--- src/rtl/ws_systolic_core_pkg.sv ---
// Shared types and sizing helpers for the weight-stationary systolic core.
//   state_t   : control FSM states
//   acc_w     : accumulator width that holds an N-term sum of DATA_W x DATA_W products
//   LATENCY_F : accept-to-result latency in cycles, also the tag pipeline depth
package ws_sa_pkg;

    typedef enum logic [1:0] {
        IDLE    = 2'd0,
        LOAD_W  = 2'd1,
        COMPUTE = 2'd2,
        DRAIN   = 2'd3
    } state_t;

    function automatic int acc_w(input int data_w, input int n);
        return 2 * data_w + $clog2(n);
    endfunction

    function automatic int LATENCY_F(input int n);
        return 2 * n;
    endfunction

endpackage

--- src/rtl/ws_systolic_core_pe.sv ---
// One processing element of the weight-stationary array.
//   clk, reset : clock and asynchronous active-high reset
//   adv        : pipeline advance; when low every data register holds
//   w_load     : capture w_in into the stationary weight register
//   w_in       : weight for this PE
//   a_in       : activation arriving from the west
//   psum_in    : partial sum arriving from the north
//   a_out      : activation passed east (one cycle later)
//   psum_out   : psum_in + a_in * weight (one cycle later)
module ws_pe
    import ws_sa_pkg::*;
#(
    parameter int DATA_W = 8,
    parameter int ACC_W  = 18
) (
    input  logic                     clk,
    input  logic                     reset,
    input  logic                     adv,
    input  logic                     w_load,
    input  logic signed [DATA_W-1:0] w_in,
    input  logic signed [DATA_W-1:0] a_in,
    input  logic signed [ACC_W-1:0]  psum_in,
    output logic signed [DATA_W-1:0] a_out,
    output logic signed [ACC_W-1:0]  psum_out
);

    logic signed [DATA_W-1:0] w_q;
    logic signed [DATA_W-1:0] a_p0;
    logic signed [ACC_W-1:0]  psum_p0;
    logic signed [ACC_W-1:0]  a_ext;
    logic signed [ACC_W-1:0]  w_ext;
    logic signed [ACC_W-1:0]  mac;

    // Sign-extend both operands so the product and sum wrap modulo 2^ACC_W.
    assign a_ext = {{(ACC_W-DATA_W){a_in[DATA_W-1]}}, a_in};
    assign w_ext = {{(ACC_W-DATA_W){w_q[DATA_W-1]}}, w_q};
    assign mac   = psum_in + a_ext * w_ext;

    always_ff @(posedge clk or posedge reset) begin
        if (reset) begin
            w_q <= '0;
        end else if (w_load) begin
            w_q <= w_in;
        end
    end

    // Stage p0: east-bound activation and south-bound partial sum.
    always_ff @(posedge clk or posedge reset) begin
        if (reset) begin
            a_p0    <= '0;
            psum_p0 <= '0;
        end else if (adv) begin
            a_p0    <= a_in;
            psum_p0 <= mac;
        end
    end

    assign a_out    = a_p0;
    assign psum_out = psum_p0;

endmodule

--- src/rtl/ws_systolic_core.sv ---
// Weight-stationary N x N systolic matrix-vector core.
//   clk, reset          : clock, asynchronous active-high reset (clears weights too)
//   wt_valid/ready/row  : weight rows 0..N-1 in order; element c at [c*DATA_W +: DATA_W]
//   act_valid/ready/vec : unskewed activation vector; lane r at [r*DATA_W +: DATA_W]
//   act_last            : marks the final vector of a batch
//   res_valid/ready/vec : y[c] = sum_r a[r]*W[r][c]; column c at [c*ACC_W +: ACC_W]
//   res_last            : result of the vector accepted with act_last
//   busy                : FSM not IDLE
module ws_systolic_core
    import ws_sa_pkg::*;
#(
    parameter int N      = 4,
    parameter int DATA_W = 8,
    parameter int ACC_W  = acc_w(DATA_W, N)
) (
    input  logic                  clk,
    input  logic                  reset,
    input  logic                  wt_valid,
    output logic                  wt_ready,
    input  logic [N*DATA_W-1:0]   wt_row,
    input  logic                  act_valid,
    output logic                  act_ready,
    input  logic [N*DATA_W-1:0]   act_vec,
    input  logic                  act_last,
    output logic                  res_valid,
    input  logic                  res_ready,
    output logic [N*ACC_W-1:0]    res_vec,
    output logic                  res_last,
    output logic                  busy
);

    localparam int DEPTH = LATENCY_F(N);
    localparam int RW    = $clog2(N);
    localparam int CW    = $clog2(DEPTH + 1);
    localparam logic [RW-1:0] LAST_ROW = RW'(N - 1);

    state_t            state_q, state_d;
    logic [RW-1:0]     row_cnt;
    logic [RW-1:0]     wt_idx;
    logic [CW-1:0]     drain_cnt;
    logic              advance;
    logic              wt_fire;
    logic              act_fire;
    logic [DEPTH-1:0]  tag_vld;
    logic [DEPTH-1:0]  tag_last;

    logic signed [DATA_W-1:0] act_in [N];
    logic signed [DATA_W-1:0] a_h    [N][N+1];
    logic signed [ACC_W-1:0]  psum_v [N][N];

    // The whole datapath freezes only while a presented result is refused.
    assign advance  = !(res_valid && !res_ready);
    assign wt_fire  = wt_valid && wt_ready;
    assign act_fire = act_valid && act_ready;
    assign wt_idx   = (state_q == LOAD_W) ? row_cnt : '0;
    assign busy     = (state_q != IDLE);

    // ---------------- FSM ----------------
    always_ff @(posedge clk or posedge reset) begin
        if (reset) begin
            state_q <= IDLE;
        end else begin
            state_q <= state_d;
        end
    end

    always_comb begin
        state_d = state_q;
        case (state_q)
            IDLE: begin
                if (wt_fire) begin
                    state_d = LOAD_W;
                end else if (act_fire) begin
                    state_d = act_last ? DRAIN : COMPUTE;
                end
            end
            LOAD_W:  if (wt_fire && row_cnt == LAST_ROW) state_d = IDLE;
            COMPUTE: if (act_fire && act_last) state_d = DRAIN;
            DRAIN:   if (drain_cnt == '0 && (!res_valid || res_ready)) state_d = IDLE;
            default: state_d = IDLE;
        endcase
    end

    always_comb begin
        wt_ready  = 1'b0;
        act_ready = 1'b0;
        case (state_q)
            IDLE: begin
                wt_ready  = 1'b1;
                act_ready = !wt_valid;
            end
            LOAD_W:  wt_ready  = 1'b1;
            COMPUTE: act_ready = advance;
            default: ;
        endcase
        if (reset) act_ready = 1'b0;
    end

    always_ff @(posedge clk or posedge reset) begin
        if (reset) begin
            row_cnt   <= '0;
            drain_cnt <= '0;
        end else begin
            if (wt_fire) begin
                if (state_q == IDLE) row_cnt <= RW'(1);
                else if (row_cnt == LAST_ROW) row_cnt <= '0;
                else row_cnt <= row_cnt + RW'(1);
            end
            // Counts the tail of the batch still travelling through the array.
            if (act_fire && act_last) begin
                drain_cnt <= CW'(DEPTH);
            end else if (state_q == DRAIN && advance && drain_cnt != '0) begin
                drain_cnt <= drain_cnt - CW'(1);
            end
        end
    end

    // ---------------- skew: row r delayed by r stages ----------------
    for (genvar r = 0; r < N; r++) begin : g_skew
        assign act_in[r] = act_fire ? $signed(act_vec[r*DATA_W +: DATA_W]) : '0;
        if (r == 0) begin : g_direct
            assign a_h[0][0] = act_in[0];
        end else begin : g_sr
            logic signed [DATA_W-1:0] sk_p [r];
            always_ff @(posedge clk or posedge reset) begin
                if (reset) begin
                    for (int i = 0; i < r; i++) sk_p[i] <= '0;
                end else if (advance) begin
                    sk_p[0] <= act_in[r];
                    for (int i = 1; i < r; i++) sk_p[i] <= sk_p[i-1];
                end
            end
            assign a_h[r][0] = sk_p[r-1];
        end
    end

    // ---------------- PE array ----------------
    for (genvar r = 0; r < N; r++) begin : g_row
        for (genvar c = 0; c < N; c++) begin : g_col
            logic signed [ACC_W-1:0] p_in;
            if (r == 0) begin : g_p0
                assign p_in = '0;
            end else begin : g_pn
                assign p_in = psum_v[r-1][c];
            end
            ws_pe #(
                .DATA_W (DATA_W),
                .ACC_W  (ACC_W)
            ) u_pe (
                .clk      (clk),
                .reset    (reset),
                .adv      (advance),
                .w_load   (wt_fire && wt_idx == RW'(r)),
                .w_in     ($signed(wt_row[c*DATA_W +: DATA_W])),
                .a_in     (a_h[r][c]),
                .psum_in  (p_in),
                .a_out    (a_h[r][c+1]),
                .psum_out (psum_v[r][c])
            );
        end
    end

    // ---------------- deskew: column c delayed N-1-c stages, plus the output stage ----------------
    for (genvar c = 0; c < N; c++) begin : g_deskew
        logic signed [ACC_W-1:0] dq_p [N-c];
        always_ff @(posedge clk or posedge reset) begin
            if (reset) begin
                for (int i = 0; i < N - c; i++) dq_p[i] <= '0;
            end else if (advance) begin
                dq_p[0] <= psum_v[N-1][c];
                for (int i = 1; i < N - c; i++) dq_p[i] <= dq_p[i-1];
            end
        end
        assign res_vec[c*ACC_W +: ACC_W] = dq_p[N-1-c];
    end

    // ---------------- tag pipeline, aligned with the result stage ----------------
    always_ff @(posedge clk or posedge reset) begin
        if (reset) begin
            tag_vld  <= '0;
            tag_last <= '0;
        end else if (advance) begin
            tag_vld  <= {tag_vld[DEPTH-2:0], act_fire};
            tag_last <= {tag_last[DEPTH-2:0], act_fire && act_last};
        end
    end

    assign res_valid = tag_vld[DEPTH-1];
    assign res_last  = tag_last[DEPTH-1];

endmodule
--- config.mk ---
export PLATFORM = sky130hd
export DESIGN_NAME = ws_systolic_core
export DESIGN_NICKNAME = d
export VERILOG_FILES = /design/src/rtl/ws_systolic_core_pkg.sv /design/src/rtl/ws_systolic_core_pe.sv /design/src/rtl/ws_systolic_core.sv
export SDC_FILE = /design/constraint.sdc
export NUM_CORES = 2
export LEC_CHECK = 0
export CORE_MARGIN = 5
export CORE_UTILIZATION = 35
export CTS_CLUSTER_DIAMETER = 50
export DETAILED_ROUTE_END_ITERATION = 7
export MAX_ROUTING_LAYER = met4
export PLACE_DENSITY = 0.48
export SYNTH_ARGS = -nofsm -noshare
export SYNTH_HDL_FRONTEND = slang
export SYNTH_HIERARCHICAL = 1
export SYNTH_SLANG_ARGS = --single-unit
export TNS_END_PERCENT = 5
--- constraint.sdc ---
create_clock -name clk -period 23.4 [get_ports clk]
set_input_delay 5.85 -clock clk [delete_from_list [all_inputs] [get_ports clk]]
set_output_delay 5.85 -clock clk [all_outputs]
set_load 0.1 [all_outputs]
# Yosys cells after proc, flatten, opt, wreduce, memory -nomap -nowiden

Cells that the tools add are included.

Shift-type cells: 0
Div/mod/pow operators: 0
Multiplexer cells: 19
Reductions and logical operators: 25
Add/sub/neg operators: 14
Multiply operators: 16
$lt $le $gt $ge: 0
Bitwise gates (word level): 0
Equality and inequality tests: 11

Operators with widths:

| operator              | number |
|---|---|
| $mul A8 B8 Y16        | 16 |
| $add A18 B18 Y18      | 12 |
| $mux W8               | 4 |
| $mux W2               | 8 |
| $logic_and A1 B1 Y1   | 12 |
| $eq A2 B2 Y1 const B  | 5 |
| $mux W4               | 2 |
| $pmux W2 S4           | 1 |
| $eq A2 B1 Y1 const B  | 2 |
| $logic_not A1 Y1      | 4 |
| $logic_not A2 Y1      | 2 |
| $logic_not A4 Y1      | 1 |
| $ne A2 B2 Y1 const B  | 2 |
| $reduce_and A4 Y1     | 1 |
| $reduce_bool A2 Y1    | 2 |
| $reduce_bool A4 Y1    | 1 |
| $sub A4 B1 Y4 const B | 1 |
| $mux W1               | 3 |
| $ne A3 B3 Y1 const B  | 1 |
| $add A2 B1 Y2 const B | 1 |
| $ne A2 B1 Y1 const B  | 1 |
| $pmux W1 S2           | 1 |
| $reduce_or A2 Y1      | 1 |
| $logic_or A1 B1 Y1    | 1 |

Memories kept: 0
Input port bits: 70
Latch bits: 0
Logic and storage cells: 150
Bits in read-only memories: 0
Memory bits (writable): 0
Register bits after elaboration: 764

# Longest topological paths before layout

Depth in word-level cells: 9
Mapped depth: 23
Depth with buffers taken out: 20

# Cells and area by module

The synthesis kept the hierarchy.

By module, submodules not included:

| module                             | area each (um2) | cells each | times used | sequential area each (um2) |
|---|---|---|---|---|
| ws_pe (g_row[1].g_col[1].u_pe ...) | 4,620.7         | 434        | 8          | 850.8 |
| ws_pe (g_row[0].g_col[0].u_pe ...) | 4,478.0         | 418        | 4          | 850.8 |
| ws_systolic_core                   | 10,122.2        | 1,106      | 1          | 6,306.0 |
| ws_pe (g_row[3].g_col[1].u_pe)     | 4,623.2         | 434        | 1          | 850.8 |
| ws_pe (g_row[3].g_col[2].u_pe)     | 4,595.7         | 433        | 1          | 850.8 |
| ws_pe (g_row[3].g_col[3].u_pe)     | 4,560.6         | 427        | 1          | 850.8 |
| ws_pe (g_row[1].g_col[0].u_pe)     | 4,531.8         | 420        | 1          | 850.8 |

# Worst setup path after synthesis

No wires, ideal clock.

Path kind: input to output
From: in res_ready
To: out act_ready
Arrival: 10,893 ps
Buffers on the path: 2
Cell stages on the path: 4
Path slack: 6,657 ps
Cells stage by stage: nor2b_4 -> buf_6 -> buf_2 -> a2111oi_0

Word-level cells in the longest chain between the ends: 5

Ends and longest elaborated chain:

| what                | RTL line               | text |
|---|---|---|
| start, declared     | ws_systolic_core.sv:26 | `input logic res_ready,` |
| $logic_not A1 Y1    | ws_systolic_core.sv:52 | `assign advance = !(res_valid && !res_ready);` |
| $logic_and A1 B1 Y1 | ws_systolic_core.sv:52 |  |
| $logic_not A1 Y1    | ws_systolic_core.sv:52 |  |
| $pmux W1 S2         | ws_systolic_core.sv:87 | `case (state_q)` |
| $mux W1             | ws_systolic_core.sv:96 | `if (reset) act_ready = 1'b0;` |
| end, declared       | ws_systolic_core.sv:22 | `output logic act_ready,` |

Every way passes these cells.

# Final worst setup path

From: in wt_valid
To: out act_ready

Word-level cells in the longest chain between the ends: 3

Ends and longest elaborated chain:

| what             | RTL line               | text |
|---|---|---|
| start, declared  | ws_systolic_core.sv:18 | `input logic wt_valid,` |
| $logic_not A1 Y1 | ws_systolic_core.sv:90 | `act_ready = !wt_valid;` |
| $pmux W1 S2      | ws_systolic_core.sv:87 |  |
| $mux W1          | ws_systolic_core.sv:96 |  |

Every way passes these cells.

==> metrics.md <==
| Metric | Value |
|---|---|
| Crit end category | `output port` |
| WP data required | `17.55 ns` |
| Tcrit/Tclk final | `about 63%` |
| FP Rows | `177` |
| CP Data Arrival Time | `slightly below 9 ns` |
| CTS tree | `done` |
| Htree depth | `3` |
| Startpoint type of the worst setup path | `input pin` |
| Post-route setup TNS | `0 ns` |
| Crit-path max cell delay | `1.13 ns` |
| Core box area | `0.233 mm^2` |
| CTS resizes | `0` |
| Metal2 WL | `between 70000 and 80000 um` |
| Cells after synthesis | `approximately 8k` |
| Slew at the pin closest to its max-slew limit | `1.16 ns` |
| Relative slew margins | `between 20% and 30%` |
| Full die area | `roughly 0.24 mm^2` |
| Total Routing Usage GR | `between 10% and 20%` |
| Fin. max-slew vios | `0` |
| CTS Buffer Depth | `3` |
| Fmax | `67.9 MHz` |
| CTS clock-pin slew for the worst setup and hold paths | `approximately 0.06 ns` |
| Input/output buffers | `between 100 and 150` |
| Top cell family by delay on the critical path | `buffers and inverters` |
| Routed Wire Length | `around 180000 um` |
| Initial DRC Count | `2128` |
| Area Growth Syn to Fin | `11.0%` |
| CTS buffer count | `117` |
| RePlAce Congestion | `roughly 0.8` |
| Antenna violations before repair | `20` |
| Post-route ant nets | `0` |
| Syn Std Cell Area | `0.0822 mm^2` |
| Initial core utilization | `a little over a third` |
| Most frequent CP cell | `clkdlybuf4s50_1` |
| Number of global-route vias before repair | `roughly 57k` |
| Unrepaired setup endpoints after global routing | `false` |
| Fin nets | `about 10k` |
| Wire length on met3 | `between 4000 and 5000 um` |
| Root Buffer | `clkbuf_16` |
| Final setup skew | `roughly 0.06 ns` |
| Setup repair bufs after CTS | `0` |
| # setup viols final | `0` |
| Max Cap Viol | `0` |
| Largest net degree at the start of global routing | `149` |
| Status | `finished, final reports clean` |
| Crit-path cells | `clkdlybuf4s50_1 > nor2b_1 > a2111oi_0 > buf_4 > clkdlybuf4s50_1` |
| Met1 wire length | `about 89000 um` |
| DRT Pass-1 Iters | `5` |
| Post-CTS Hold Fix Bufs | `0` |
| CP Buf/Inv Count | `3` |
| Vias | `slightly above 50k` |
| Commonest non-fill, non-tap cells in the layout | `inv_1, fa_1, nand2_1` |
| Tmin final | `between 10 and 15 ns` |
| Clock insertion delay at the later pin of the skew report | `between 0.7 and 0.8 ns` |
| Vert. Die Dim | `slightly below 500 um` |
| HP Class | `register to register` |
| Final hold viol count | `0` |
| First-pass GRT wire length | `around 300000 um` |
| FF-to-FF setup slack | `16.64 ns` |
| Synth Area per Inst | `a little over 10 um^2` |
| Vias per Instance | `about 4.6` |
| IO Count | `around 150` |
| CP max FO | `10` |
| Commonest non-fill, non-tap cell in the layout | `inv_1` |
| GRT Residual Overflow | `0` |
| Routed len/inst | `~16 um` |
| DR top layer | `met4` |
| Die Wd | `a little under 500 um` |
| DRC Markers | `0` |
| Slowest cell on crit path | `clkdlybuf4s50_1` |
| Setup CP Type | `input pin to output port` |
| Layout cells sized above 1 | `8.99%` |
| Synth warnings | `6` |
| Post-detail-place hpwl | `~140000 um` |
| Clock sink total | `764` |
area by class of cell:
cell class                      count  area (um^2)
Antenna cell                       11         27.5
Clock buffer                      145         3230
Clock inverter                     77          976
Fill cell                       23100       142000
Inverter                         1482         5580
Multi-Input combinational cell   5485        56600
Sequential cell                   764        19100
Tap cell                         3132         3920
Timing Repair Buffer              178         1720
per-layer routing:
layer,vias up,track usage (%)
met5,-,-
met4,0,3.56
met3,179,1.43
met2,494,24.2
met1,26300,21.8
li1,25000,-
worst min-delay path, stage by stage, from the launching register on:
cell	delay, ns
dfrtp_1	0.34
nand2_1	0.05
nand2_1	0.05
path summary, 6_finish.rpt:
check                                        from                                               to  cells after the start
max reg2reg                state_q[1]$_DFFE_PP0P_  g_row[0].g_col[0].u_pe/psum_out[17]$_DFFE_PP0P_                     19
min                        tag_vld[2]$_DFFE_PP0N_                           tag_vld[3]$_DFFE_PP0N_                      2
min in group asynchronous                   reset        g_row[2].g_col[1].u_pe/w_q[0]$_DFFE_PP0P_                      3
max                                      wt_valid                                        act_ready                      5
max in group asynchronous                   reset               g_skew[1].g_sr.sk_p[0]$_DFFE_PP0N_                      5
min reg2reg                tag_vld[2]$_DFFE_PP0N_                           tag_vld[3]$_DFFE_PP0N_                      2
registers in the layout (all words and copies together) (netlist names):
name,cells
g_row.g_col.u_pe/psum_out,288
g_row.g_col.u_pe/w_q,128
g_deskew.dq_p,126
g_row.g_col.u_pe/a_out,96
res_vec,54
g_skew.g_sr.sk_p,32
a_h,16
tag_last,8
tag_vld,8
drain_cnt,4
row_cnt,2
state_q,2
through the flow:
step / util, % / setup slack (ns) / std cells / area (um^2) / hold slack, ns
after floorplan: - / 6.66 / 7971 / 82400 / 0.430
after detailed placement: 37.3 / 8.63 / 11000 / 86900 / 0.452
final: 39.1 / 8.68 / 11300 / 91100 / 0.459
after global routing: 39.1 / 8.65 / 11300 / 91100 / 0.477
after global placement: 37.3 / 8.61 / 11000 / 86900 / 0.444
after CTS: 39.1 / 8.63 / 11300 / 91100 / 0.465
Power is not shown: default switching activity piles up to over one toggle a cycle in this logic, so the estimate is an artifact.
